==> src/rtl/safety_check_multi_if.sv <==
// Sample/fault bundle between the ADC/DAC register paths and the multi-channel
// amplifier safety check.
interface safety_check_multi_if #(
  parameter int NUM_CH = 4,
  parameter int WIDTH  = 16,
  parameter int IDX_W  = 2
);
  logic [NUM_CH*WIDTH-1:0] cur;
  logic [NUM_CH*WIDTH-1:0] dac;
  logic [NUM_CH-1:0]       ch_enable;
  logic [NUM_CH-1:0]       fault_clr;
  logic [NUM_CH-1:0]       amp_disable;
  logic                    fault_any;
  logic [IDX_W-1:0]        first_fault;
  logic                    first_valid;

  modport master (
    output cur, dac, ch_enable, fault_clr,
    input  amp_disable, fault_any, first_fault, first_valid
  );

  modport slave (
    input  cur, dac, ch_enable, fault_clr,
    output amp_disable, fault_any, first_fault, first_valid
  );
endinterface

==> src/rtl/safety_check_multi.sv <==
// Multi-channel amplifier over-current check: per-channel consecutive-error
// counters latching an amplifier-disable fault, with first-fault capture.
module safety_check_ch #(
  parameter int               WIDTH      = 16,
  parameter logic [WIDTH-1:0] MID        = 16'h7FFF,
  parameter logic [WIDTH-1:0] DEADBAND   = 16'h0300,
  parameter int               GAIN_SHIFT = 1,
  parameter int               CNT_WIDTH  = 24,
  parameter int               LIMIT      = 2457600
) (
  input  logic             clk,
  input  logic             reset,
  input  logic [WIDTH-1:0] cur,
  input  logic [WIDTH-1:0] dac,
  input  logic             enable,
  input  logic             clr,
  output logic             fault,
  output logic             fault_nxt
);
  localparam int SW = WIDTH + GAIN_SHIFT;
  localparam logic [CNT_WIDTH-1:0] LIM = CNT_WIDTH'(LIMIT);
  localparam logic [CNT_WIDTH-1:0] ONE = CNT_WIDTH'(1);

  typedef enum logic [1:0] {ST_OK, ST_COUNT, ST_FAULT} state_t;

  state_t               state_q, state_n;
  logic [CNT_WIDTH-1:0] cnt_q, cnt_n, cnt_inc;
  logic [WIDTH-1:0]     abs_cur, abs_dac;
  logic [SW-1:0]        dac_sc;
  logic                 err;

  // Stage 1: magnitude about the offset-binary midpoint
  always_ff @(posedge clk) begin
    if (reset) begin
      abs_cur <= '0;
      abs_dac <= '0;
    end else begin
      abs_cur <= (cur > MID) ? cur - MID : MID - cur;
      abs_dac <= (dac > MID) ? dac - MID : MID - dac;
    end
  end

  // Scaled command kept at full width so large commands never alias small
  assign dac_sc  = SW'(abs_dac) << GAIN_SHIFT;
  assign err     = enable && (abs_cur >= DEADBAND) && (SW'(abs_cur) > dac_sc);
  assign cnt_inc = cnt_q + ONE;

  always_comb begin
    state_n = state_q;
    cnt_n   = cnt_q;
    unique case (state_q)
      ST_OK: begin
        if (err) begin
          cnt_n   = ONE;
          state_n = (ONE == LIM) ? ST_FAULT : ST_COUNT;
        end else begin
          cnt_n = '0;
        end
      end
      ST_COUNT: begin
        if (err) begin
          cnt_n = cnt_inc;
          if (cnt_inc == LIM) state_n = ST_FAULT;
        end else begin
          cnt_n   = '0;
          state_n = ST_OK;
        end
      end
      ST_FAULT: begin
        // Only an explicit clear releases the latch; enable and err are ignored
        if (clr) begin
          cnt_n   = '0;
          state_n = ST_OK;
        end else begin
          cnt_n = LIM;
        end
      end
      default: begin
        cnt_n   = '0;
        state_n = ST_OK;
      end
    endcase
  end

  always_ff @(posedge clk) begin
    if (reset) begin
      state_q <= ST_OK;
      cnt_q   <= '0;
    end else begin
      state_q <= state_n;
      cnt_q   <= cnt_n;
    end
  end

  assign fault     = (state_q == ST_FAULT);
  assign fault_nxt = (state_n == ST_FAULT);
endmodule

module safety_check_multi #(
  parameter int               NUM_CH     = 4,
  parameter int               WIDTH      = 16,
  parameter logic [WIDTH-1:0] MID        = 16'h7FFF,
  parameter logic [WIDTH-1:0] DEADBAND   = 16'h0300,
  parameter int               GAIN_SHIFT = 1,
  parameter int               CNT_WIDTH  = 24,
  parameter int               LIMIT      = 2457600,
  parameter int               IDX_W      = (NUM_CH > 1) ? $clog2(NUM_CH) : 1
) (
  input logic                 clk,
  input logic                 reset,
  safety_check_multi_if.slave bus
);
  logic [NUM_CH-1:0] fault_q, fault_n, enter;
  logic [IDX_W-1:0]  first_idx, first_fault_q;
  logic              fault_any_q, first_valid_q;

  for (genvar i = 0; i < NUM_CH; i++) begin : g_ch
    safety_check_ch #(
      .WIDTH(WIDTH), .MID(MID), .DEADBAND(DEADBAND), .GAIN_SHIFT(GAIN_SHIFT),
      .CNT_WIDTH(CNT_WIDTH), .LIMIT(LIMIT)
    ) u_ch (
      .clk       (clk),
      .reset     (reset),
      .cur       (bus.cur[i*WIDTH +: WIDTH]),
      .dac       (bus.dac[i*WIDTH +: WIDTH]),
      .enable    (bus.ch_enable[i]),
      .clr       (bus.fault_clr[i]),
      .fault     (fault_q[i]),
      .fault_nxt (fault_n[i])
    );
  end

  assign enter = fault_n & ~fault_q;

  // Lowest-index channel entering fault this edge
  always_comb begin
    first_idx = '0;
    for (int i = NUM_CH - 1; i >= 0; i--)
      if (enter[i]) first_idx = IDX_W'(i);
  end

  always_ff @(posedge clk) begin
    if (reset) begin
      fault_any_q   <= 1'b0;
      first_fault_q <= '0;
      first_valid_q <= 1'b0;
    end else begin
      fault_any_q <= |fault_n;
      if (fault_n == '0) begin
        first_fault_q <= '0;
        first_valid_q <= 1'b0;
      end else if (!first_valid_q && (enter != '0)) begin
        first_fault_q <= first_idx;
        first_valid_q <= 1'b1;
      end
    end
  end

  assign bus.amp_disable = fault_q;
  assign bus.fault_any   = fault_any_q;
  assign bus.first_fault = first_fault_q;
  assign bus.first_valid = first_valid_q;
endmodule

==> src/flat_wrapper.sv <==
// flat-port wrapper written by rule: the top's interface ports become plain ports
module safety_check_multi_flat 
#(
  parameter int               NUM_CH     = 4,
  parameter int               WIDTH      = 16,
  parameter logic [WIDTH-1:0] MID        = 16'h7FFF,
  parameter logic [WIDTH-1:0] DEADBAND   = 16'h0300,
  parameter int               GAIN_SHIFT = 1,
  parameter int               CNT_WIDTH  = 24,
  parameter int               LIMIT      = 2457600,
  parameter int               IDX_W      = (NUM_CH > 1) ? $clog2(NUM_CH) : 1
)
  (clk, reset, bus_cur, bus_dac, bus_ch_enable, bus_fault_clr, bus_amp_disable, bus_fault_any, bus_first_fault, bus_first_valid);
  safety_check_multi_if #(.NUM_CH(NUM_CH), .WIDTH(WIDTH), .IDX_W(IDX_W)) bus_i ();
  input logic clk;
  input logic reset;
  input wire logic [$bits(bus_i.cur)-1:0] bus_cur;
  input wire logic [$bits(bus_i.dac)-1:0] bus_dac;
  input wire logic [$bits(bus_i.ch_enable)-1:0] bus_ch_enable;
  input wire logic [$bits(bus_i.fault_clr)-1:0] bus_fault_clr;
  output wire logic [$bits(bus_i.amp_disable)-1:0] bus_amp_disable;
  output wire logic [$bits(bus_i.fault_any)-1:0] bus_fault_any;
  output wire logic [$bits(bus_i.first_fault)-1:0] bus_first_fault;
  output wire logic [$bits(bus_i.first_valid)-1:0] bus_first_valid;
  assign bus_i.cur = bus_cur;
  assign bus_i.dac = bus_dac;
  assign bus_i.ch_enable = bus_ch_enable;
  assign bus_i.fault_clr = bus_fault_clr;
  assign bus_amp_disable = bus_i.amp_disable;
  assign bus_fault_any = bus_i.fault_any;
  assign bus_first_fault = bus_i.first_fault;
  assign bus_first_valid = bus_i.first_valid;
  safety_check_multi #(.NUM_CH(NUM_CH), .WIDTH(WIDTH), .MID(MID), .DEADBAND(DEADBAND), .GAIN_SHIFT(GAIN_SHIFT), .CNT_WIDTH(CNT_WIDTH), .LIMIT(LIMIT), .IDX_W(IDX_W)) u_core (.clk(clk), .reset(reset), .bus(bus_i));
endmodule
==> config.mk <==
export PLATFORM = sky130hd
export DESIGN_NAME = safety_check_multi_flat
export DESIGN_NICKNAME = d
export VERILOG_FILES = /design/src/rtl/safety_check_multi_if.sv /design/src/rtl/safety_check_multi.sv /design/src/flat_wrapper.sv
export SDC_FILE = /design/constraint.sdc
export NUM_CORES = 1
export LEC_CHECK = 0
export BUFFER_PORTS_ARGS = -buffer_cell sky130_fd_sc_hd__buf_2
export CAP_MARGIN = 40
export CORE_ASPECT_RATIO = 1.25
export CORE_MARGIN = 2
export CORE_UTILIZATION = 60
export DETAILED_ROUTE_END_ITERATION = 16
export PLACE_DENSITY = 0.81
export SLEW_MARGIN = 0
export SYNTH_ARGS = -nofsm -noshare
export SYNTH_HDL_FRONTEND = slang
export SYNTH_SLANG_ARGS = --single-unit
==> constraint.sdc <==
create_clock -name clk -period 4.39 [get_ports clk]
set_input_delay 0.2195 -clock clk [delete_from_list [all_inputs] [get_ports clk]]
set_output_delay 0.2195 -clock clk [all_outputs]
set_load 0.02 [all_outputs]
# Word level (Yosys, flattened, before mapping)

Cells that the tools add are included.

Bits in registers: 236
Logic and storage cells: 139
Output and inout port bits: 8

Magnitude comparators: 16
Multiplexer cells: 48
Bitwise logic cells: 2
Reduce and logical (&&, ||, !) cells: 18
$add $sub $neg: 20
Equality and inequality tests: 16

Operators by type and width:

| kind                                                                                  | number |
|---|---|
| 24-bit one-hot mux with 3 select lines                                                | 4 |
| 16-bit by 15-bit > comparator with 1-bit output, second input constant                | 8 |
| 16-bit 2-to-1 mux                                                                     | 8 |
| 15-bit by 16-bit subtractor with 16-bit output, first input constant                  | 8 |
| 16-bit by 15-bit subtractor with 16-bit output, second input constant                 | 8 |
| 24-bit by 1-bit adder with 24-bit output, second input constant                       | 4 |
| 24-bit by 22-bit == test with 1-bit output, second input constant                     | 4 |
| 24-bit 2-to-1 mux                                                                     | 4 |
| 22-bit 2-to-1 mux                                                                     | 4 |
| 16-bit by 17-bit > comparator with 1-bit output                                       | 4 |
| 16-bit by 10-bit greater-or-equal comparator with 1-bit output, second input constant | 4 |
| 2-bit 2-to-1 mux                                                                      | 20 |
| 2-bit one-hot mux with 3 select lines                                                 | 4 |
| 2-bit == test, second input constant                                                  | 8 |
| 1-bit logical AND                                                                     | 9 |
| 2-bit by 1-bit == test with 1-bit output, second input constant                       | 4 |
| 2-bit logical NOT                                                                     | 4 |
| 4-bit bitwise AND                                                                     | 1 |
| 4-bit logical NOT                                                                     | 1 |
| 1-bit 2-to-1 mux                                                                      | 4 |
| 4-bit NOT                                                                             | 1 |
| 4-bit nonzero test                                                                    | 1 |
| 4-bit OR reduction                                                                    | 1 |
| 2-bit OR reduction                                                                    | 1 |
| 1-bit logical NOT                                                                     | 1 |

# Longest topological paths before layout

Depth in word-level cells: 11
Depth in mapped cells: 12
Gate-level depth less buffers: 10

# Modules after synthesis

Synthesis repeated with hierarchy kept, for this count alone.

Cell total of the unflattened synthesis: 1615
Area, all modules: 13432.9 µm²

By module, submodules not included:

| module             | cells an instance | seq. area each (µm²) | instances | area each (µm²) |
|---|---|---|---|---|
| safety_check_ch    | 399               | 1161.1               | 4         | 3309.4 |
| safety_check_multi | 19                | 80.1                 | 1         | 195.2 |

# Least setup slack after synthesis

Ideal clock, no wire load.

Kind: register to register
Start: register u_core.g_ch[0].u_ch.abs_dac[13]
End: register u_core.g_ch[0].u_ch.cnt_q[10]
Slack: 1.779 ns
Cell stages (with the launch flop): 13
Period minus slack after synthesis: 2.611 ns
Arrival: 2.483 ns
Data required time: 4.262 ns
Setup time: 0.128 ns
Path through: dfxtp_1 > inv_1 > ha_1 > nand4b_1 > or3_1 > nor4b_1 > nor4b_1 > o31a_1 > nand2_1 > or2_2 > clkbuf_1 > clkbuf_1 > nor2_1

Word-level cells in the longest chain between the ends: 4

Ends and longest elaborated chain:

| what                                            | line                     | source |
|---|---|---|
| start: declaration                              | safety_check_multi.sv:28 | `logic [WIDTH-1:0] abs_cur, abs_dac;` |
| start signal: assignment                        | safety_check_multi.sv:39 | `abs_dac <= (dac > MID) ? dac - MID : MID - dac;` |
| 16-bit by 17-bit > comparator with 1-bit output | safety_check_multi.sv:45 | `assign err = enable && (abs_cur >= DEADBAND) && (SW'(abs_cur) > dac_sc);` |
| 1-bit logical AND                               | safety_check_multi.sv:45 |  |
| 24-bit 2-to-1 mux                               | safety_check_multi.sv:61 | `if (err) begin` |
| 24-bit one-hot mux with 3 select lines          | safety_check_multi.sv:51 | `unique case (state_q)` |
| end signal: assignment                          | safety_check_multi.sv:91 | `cnt_q <= cnt_n;` |
| end: declaration                                | safety_check_multi.sv:27 | `logic [CNT_WIDTH-1:0] cnt_q, cnt_n, cnt_inc;` |

Every way passes these cells.
A chain may end at the register's enable or synchronous reset.

# Worst setup path in the final report

Start: register u_core.g_ch[1].u_ch.abs_dac[7]
End: register u_core.first_fault_q[0] (netlist: u_core.bus.first_fault[0])

Word-level cells in the longest chain between the ends: 8

Ends and longest elaborated chain:

| what                                                   | line                                                 | source |
|---|---|---|
| start: declaration                                     | safety_check_multi.sv:28                             |  |
| start signal: assignment                               | safety_check_multi.sv:39                             |  |
| 16-bit by 17-bit > comparator with 1-bit output *      | safety_check_multi.sv:45                             |  |
| 1-bit logical AND *                                    | safety_check_multi.sv:45                             |  |
| 2-bit 2-to-1 mux, on equally long branches             | safety_check_multi.sv:61, safety_check_multi.sv:53   |  |
| 2-bit one-hot mux with 3 select lines *                | safety_check_multi.sv:51                             |  |
| 2-bit == test *                                        | safety_check_multi.sv:96                             | `assign fault_nxt = (state_n == ST_FAULT);` |
| 4-bit bitwise AND                                      | safety_check_multi.sv:133                            | `assign enter = fault_n & ~fault_q;` |
| 2-bit 2-to-1 mux or 4-bit nonzero test (tied branches) | safety_check_multi.sv:139, safety_check_multi.sv:152 |  |
| 2-bit 2-to-1 mux or 1-bit logical AND (tied branches)  | safety_check_multi.sv:139, safety_check_multi.sv:152 |  |
| end signal: assignment                                 | safety_check_multi.sv:153                            | `first_fault_q <= first_idx;` |
| end: declaration                                       | safety_check_multi.sv:114                            | `logic [IDX_W-1:0] first_idx, first_fault_q;` |

Every way passes the cells marked *; elsewhere a longest branch is shown, timed or not.

==> impl_results.md <==
* Outcome: completed
* Met1 usage in global routing at 29.9%
* Detailed Place HPWL at 22,600 µm
* Non-Filler Instances at 2,081
* Simple-gate share of the synthesized area at 27.9%
* Clk_lat worst skew at 0.51 ns
* Leakage at 0.00611 µW
* RSZ-0062 raised after global routing: no
* Synth Cell Area at 13,100 µm²
* Required time of the critical path at 4.80 ns
* #FFs+latches synth at 236
* Max Clock Freq at 324 MHz
* Core area at 21,500 µm²
* Critical path peak fanout at 5
* CP arrival at 3.50 ns
* CTS tree: done
* Peak VDD IR at 0.315 mV
* Die Area at 23,000 µm²
* DR pass1 iterations at 6
* Syn. warnings at 0
* Ratio of cells with drive above 1 in the final layout at 11.9%
* Htree depth at 1
* Clk pin slew, worst setup/hold paths at 0.06 ns
* Tightest Hold Check Type: in2reg
* Met2 capacity usage during global routing at 51.3%
* Worst Max-Slew Pin Slew at 0.820 ns
* Post-synthesis adder-cell area fraction at 7.07%
* WL/cell at 15.3 µm
* Main combinational cell family by area after synthesis: simple AND/OR/NAND/NOR gates
* CP peak stage delay at 0.51 ns
* Multiplexer area fraction after synthesis at 0.458%
* Hold Vio Cnt, Final at 0
* Cell variety after synth at 77
* Max Cap Viol at 0
* EDFF count, synth at 0
* Final Net Count at 1,992
* Core Rows at 60
* Count of final setup violators at 0
* WL final at 31,900 µm
* Register area share after synthesis at 36.1%
* PwrDens at 327 nW/µm²
* Worst Reg2Reg Path Length in Cells at 10
* Die W at 136 µm
* Final Cycle Share at 70.4%
* Root Driver: clkbuf_16
* Mapped Nets at 1,810
* Initial Utilization at 61.0%
* Total CTS buffers at 24
* CP Launch Type: register
* Via count at 11,850
* Mapped Cells at 1,598
* Worst path depth at 10
* Syn_area_per_cell at 8.20 µm²
* Reg2Reg Capture Point: u_core.bus.first_fault[0]
* Final Max Tran Viols at 0
* GR Layer Usage met3 at 4.45%
* Async set-reset flop share out of synthesis at 0%
* IO buf count at 145
* Final ANT Viol Nets at 0
* Drc violations at 0
* Synth Area in Compound Gates at 11.2%
* Top-level I/O count at 146
* Initial antenna violation count at 7
* Final setup TNS at 0 ns
* Critical path class: reg2reg
* CP endpoint: u_core.bus.first_fault[0]
* Clock sinks at 236
* Setup slack, reg-to-reg at 1.30 ns
* Worst path top cell family by delay: compound AO/OA/AOI/OAI gates
* Worst flop-to-flop path startpoint: u_core.g_ch[1].u_ch.abs_dac[7]
* Synth Area in XOR/XNOR at 12.8%
* Die Height at 169 µm
* Post-synth top flop: dfxtp_1
* Iteration-0 DRC Markers at 521
* Fin crit period at 3.09 ns
* Crit path cell chain: inv_1 -> ha_1 -> a211oi_1 -> nand2_1 -> o311ai_0 -> o221ai_1 -> and4_1 -> a22oi_2 -> a31oi_4 -> and3b_1
* Post-CTS setup buffer count at 0
* Tot GR Track Use at 27.5%
* Layout Skew at 0.00890 ns
* Fill cells at 1,637
* Most used routing layer: met2
* Slew HR at 45.4%
* Clock Tree Buf Depth at 3
* Placer Congestion at 0.905
* CP Launch Point: u_core.g_ch[1].u_ch.abs_dac[7]
* First-pass GRT wire length at 52,400 µm
* Avg Vias per Cell at 5.69
* Largest net degree at the start of global routing at 87
* CP max stage cell: o311ai_0
* Area grow syn2layout at 18.1%
* Number of global-route vias before repair at 11,677
* Buf+Inv Stages, Crit Path at 1
* Crit end category: register
* GR Overflow Total at 0
* Placed cell count at 1,961
[how the worst min path moves through the flow]
stage	from	end	slack, ns	cells after the start
5_1_grt	bus_dac[57]	u_core.g_ch[3].u_ch.abs_dac[9]	0.01	3
6_report	bus_cur[27]	u_core.g_ch[1].u_ch.abs_cur[11]	0.006	3
2_1_floorplan	bus_cur[0]	u_core.g_ch[0].u_ch.abs_cur[0]	0.29	1
3_5_place_dp	bus_dac[16]	u_core.g_ch[1].u_ch.abs_dac[0]	0.43	2
4_1_cts	bus_cur[10]	u_core.g_ch[0].u_ch.abs_cur[10]	0.001	3
3_3_place_gp	bus_dac[16]	u_core.g_ch[1].u_ch.abs_dac[0]	0.43	2
[cells in the final DEF (no fill, tap or decap), drive strengths merged, types with 9 or more instances in the layout]
cell type    netlist  routed
a211oi             9       9
a21o              13      13
a21oi             58      58
a31oi             10      10
and2               9       9
and3              38      38
and4              14      14
buf               19     146
clkbuf            43      32
dfxtp            236     236
dlygate4sd3        0      72
ha                74      74
inv               84      84
nand2            131     131
nand2b            17      17
nand3             86      86
nand4             52      52
nor2             252     252
nor2b             11      11
nor3              26      26
nor4              32      32
o21a              12      12
o21ai             52      52
or2               13      13
or3               11      11
xnor2            147     147
xor2              45      45
[flip-flops by register name, indices dropped and copies added (netlist names)]
| signal | cells |
|---|---|
| u_core.g_ch.u_ch.abs_dac | 64 |
| u_core.bus.first_valid | 1 |
| u_core.bus.fault_any | 1 |
| u_core.g_ch.u_ch.cnt_q | 96 |
| u_core.g_ch.u_ch.abs_cur | 64 |
| u_core.g_ch.u_ch.state_q | 8 |
| u_core.bus.first_fault | 2 |
[final cells by class]
type                            instances  area, µm²  share of cell area (%)
Multi-Input combinational cell       1216       7790                    50.3
Clock buffer                           32        672                    4.34
Tap cell                              279        349                    2.26
Timing Repair Buffer                  218       1460                    9.41
Clock inverter                         10        155                    1.00
Sequential cell                       236       4720                    30.5
Antenna cell                            6       15.0                  0.0970
Inverter                               84        315                    2.04
[worst register-to-register path: stages (launching register included)]
cell and delay, ns:
dfxtp_1 0.32, inv_1 0.04, ha_1 0.30, a211oi_1 0.37, nand2_1 0.09, o311ai_0 0.51, o221ai_1 0.36, and4_1 0.37
a22oi_2 0.29, a31oi_4 0.14, and3b_1 0.19
[kinds of logic (layout without fill, tap and decap cells)]
family,count (synthesis),count (layout)
other cells,0,6
simple gates,723,723
compound gates,221,221
buf+inv,146,344
flops,236,236
fa+ha+maj,74,74
mux,6,6
xor+xnor,192,192
[repair_timing]
item,CTS,global route
endpoints found under the hold margin,73,0
hold buffers,72,0
resized for setup,0,0
[per-layer routing]
layer | vias to the layer above | part of all wire [%]
met5 | - | 0.025
met4 | 2 | 4.1
met3 | 95 | 5.2
met2 | 354 | 52
met1 | 5489 | 39
li1 | 5910 | -
[synth_stat cells (4+ instances only)]
master / number / area (µm²)
nor2_1: 252 / 946
dfxtp_1: 236 / 4720
xnor2_1: 147 / 1290
nand2_1: 131 / 492
inv_1: 84 / 315
nand3_1: 83 / 415
ha_1: 74 / 926
a21oi_1: 58 / 290
o21ai_0: 52 / 260
nand4_1: 49 / 307
xor2_1: 45 / 394
clkbuf_1: 41 / 154
and3_1: 38 / 238
nor3_1: 25 / 125
nor4_1: 25 / 156
nand2b_1: 17 / 106
and4_1: 14 / 123
a21o_1: 13 / 97.6
buf_2: 12 / 60.1
o21a_1: 12 / 90.1
nor2b_1: 11 / 68.8
or3_1: 11 / 68.8
a211oi_1: 9 / 67.6
a31oi_1: 9 / 56.3
and2_1: 9 / 56.3
or2_2: 9 / 56.3
a21boi_0: 7 / 52.6
nand4b_1: 7 / 61.3
a2111oi_0: 6 / 52.6
mux2i_1: 6 / 60.1
or4_1: 6 / 45.0
buf_4: 5 / 37.5
o211ai_1: 5 / 37.5
o21bai_1: 5 / 37.5
a311oi_1: 4 / 35.0
nor3b_1: 4 / 30.0
nor4_2: 4 / 50.1
o2111ai_1: 4 / 35.0
o31a_1: 4 / 35.0
o31ai_1: 4 / 30.0
or2_1: 4 / 25.0
[per-stage QoR]
step	hold slack (ns)	total power (µW)	util [%]	setup slack (ns)	area, µm²
3_5_place_dp	0.428	2900	64.8	1.38	13900
6_report	0.00644	5060	72.1	1.30	15500
4_1_cts	0.000997	5070	72.0	1.37	15500
2_1_floorplan	0.292	2690	-	1.78	13100
3_3_place_gp	0.429	2880	64.8	1.51	13900
5_1_grt	0.0119	5270	72.1	1.10	15500
[power breakdown]
group | internal (µW) | switching [µW] | leakage (µW)
Combinational | 299 | 341 | 0.00378
Sequential | 2240 | 42.0 | 0.00193
Clock | 1310 | 830 | 0.000401
Power figures use the tool's default switching activity.
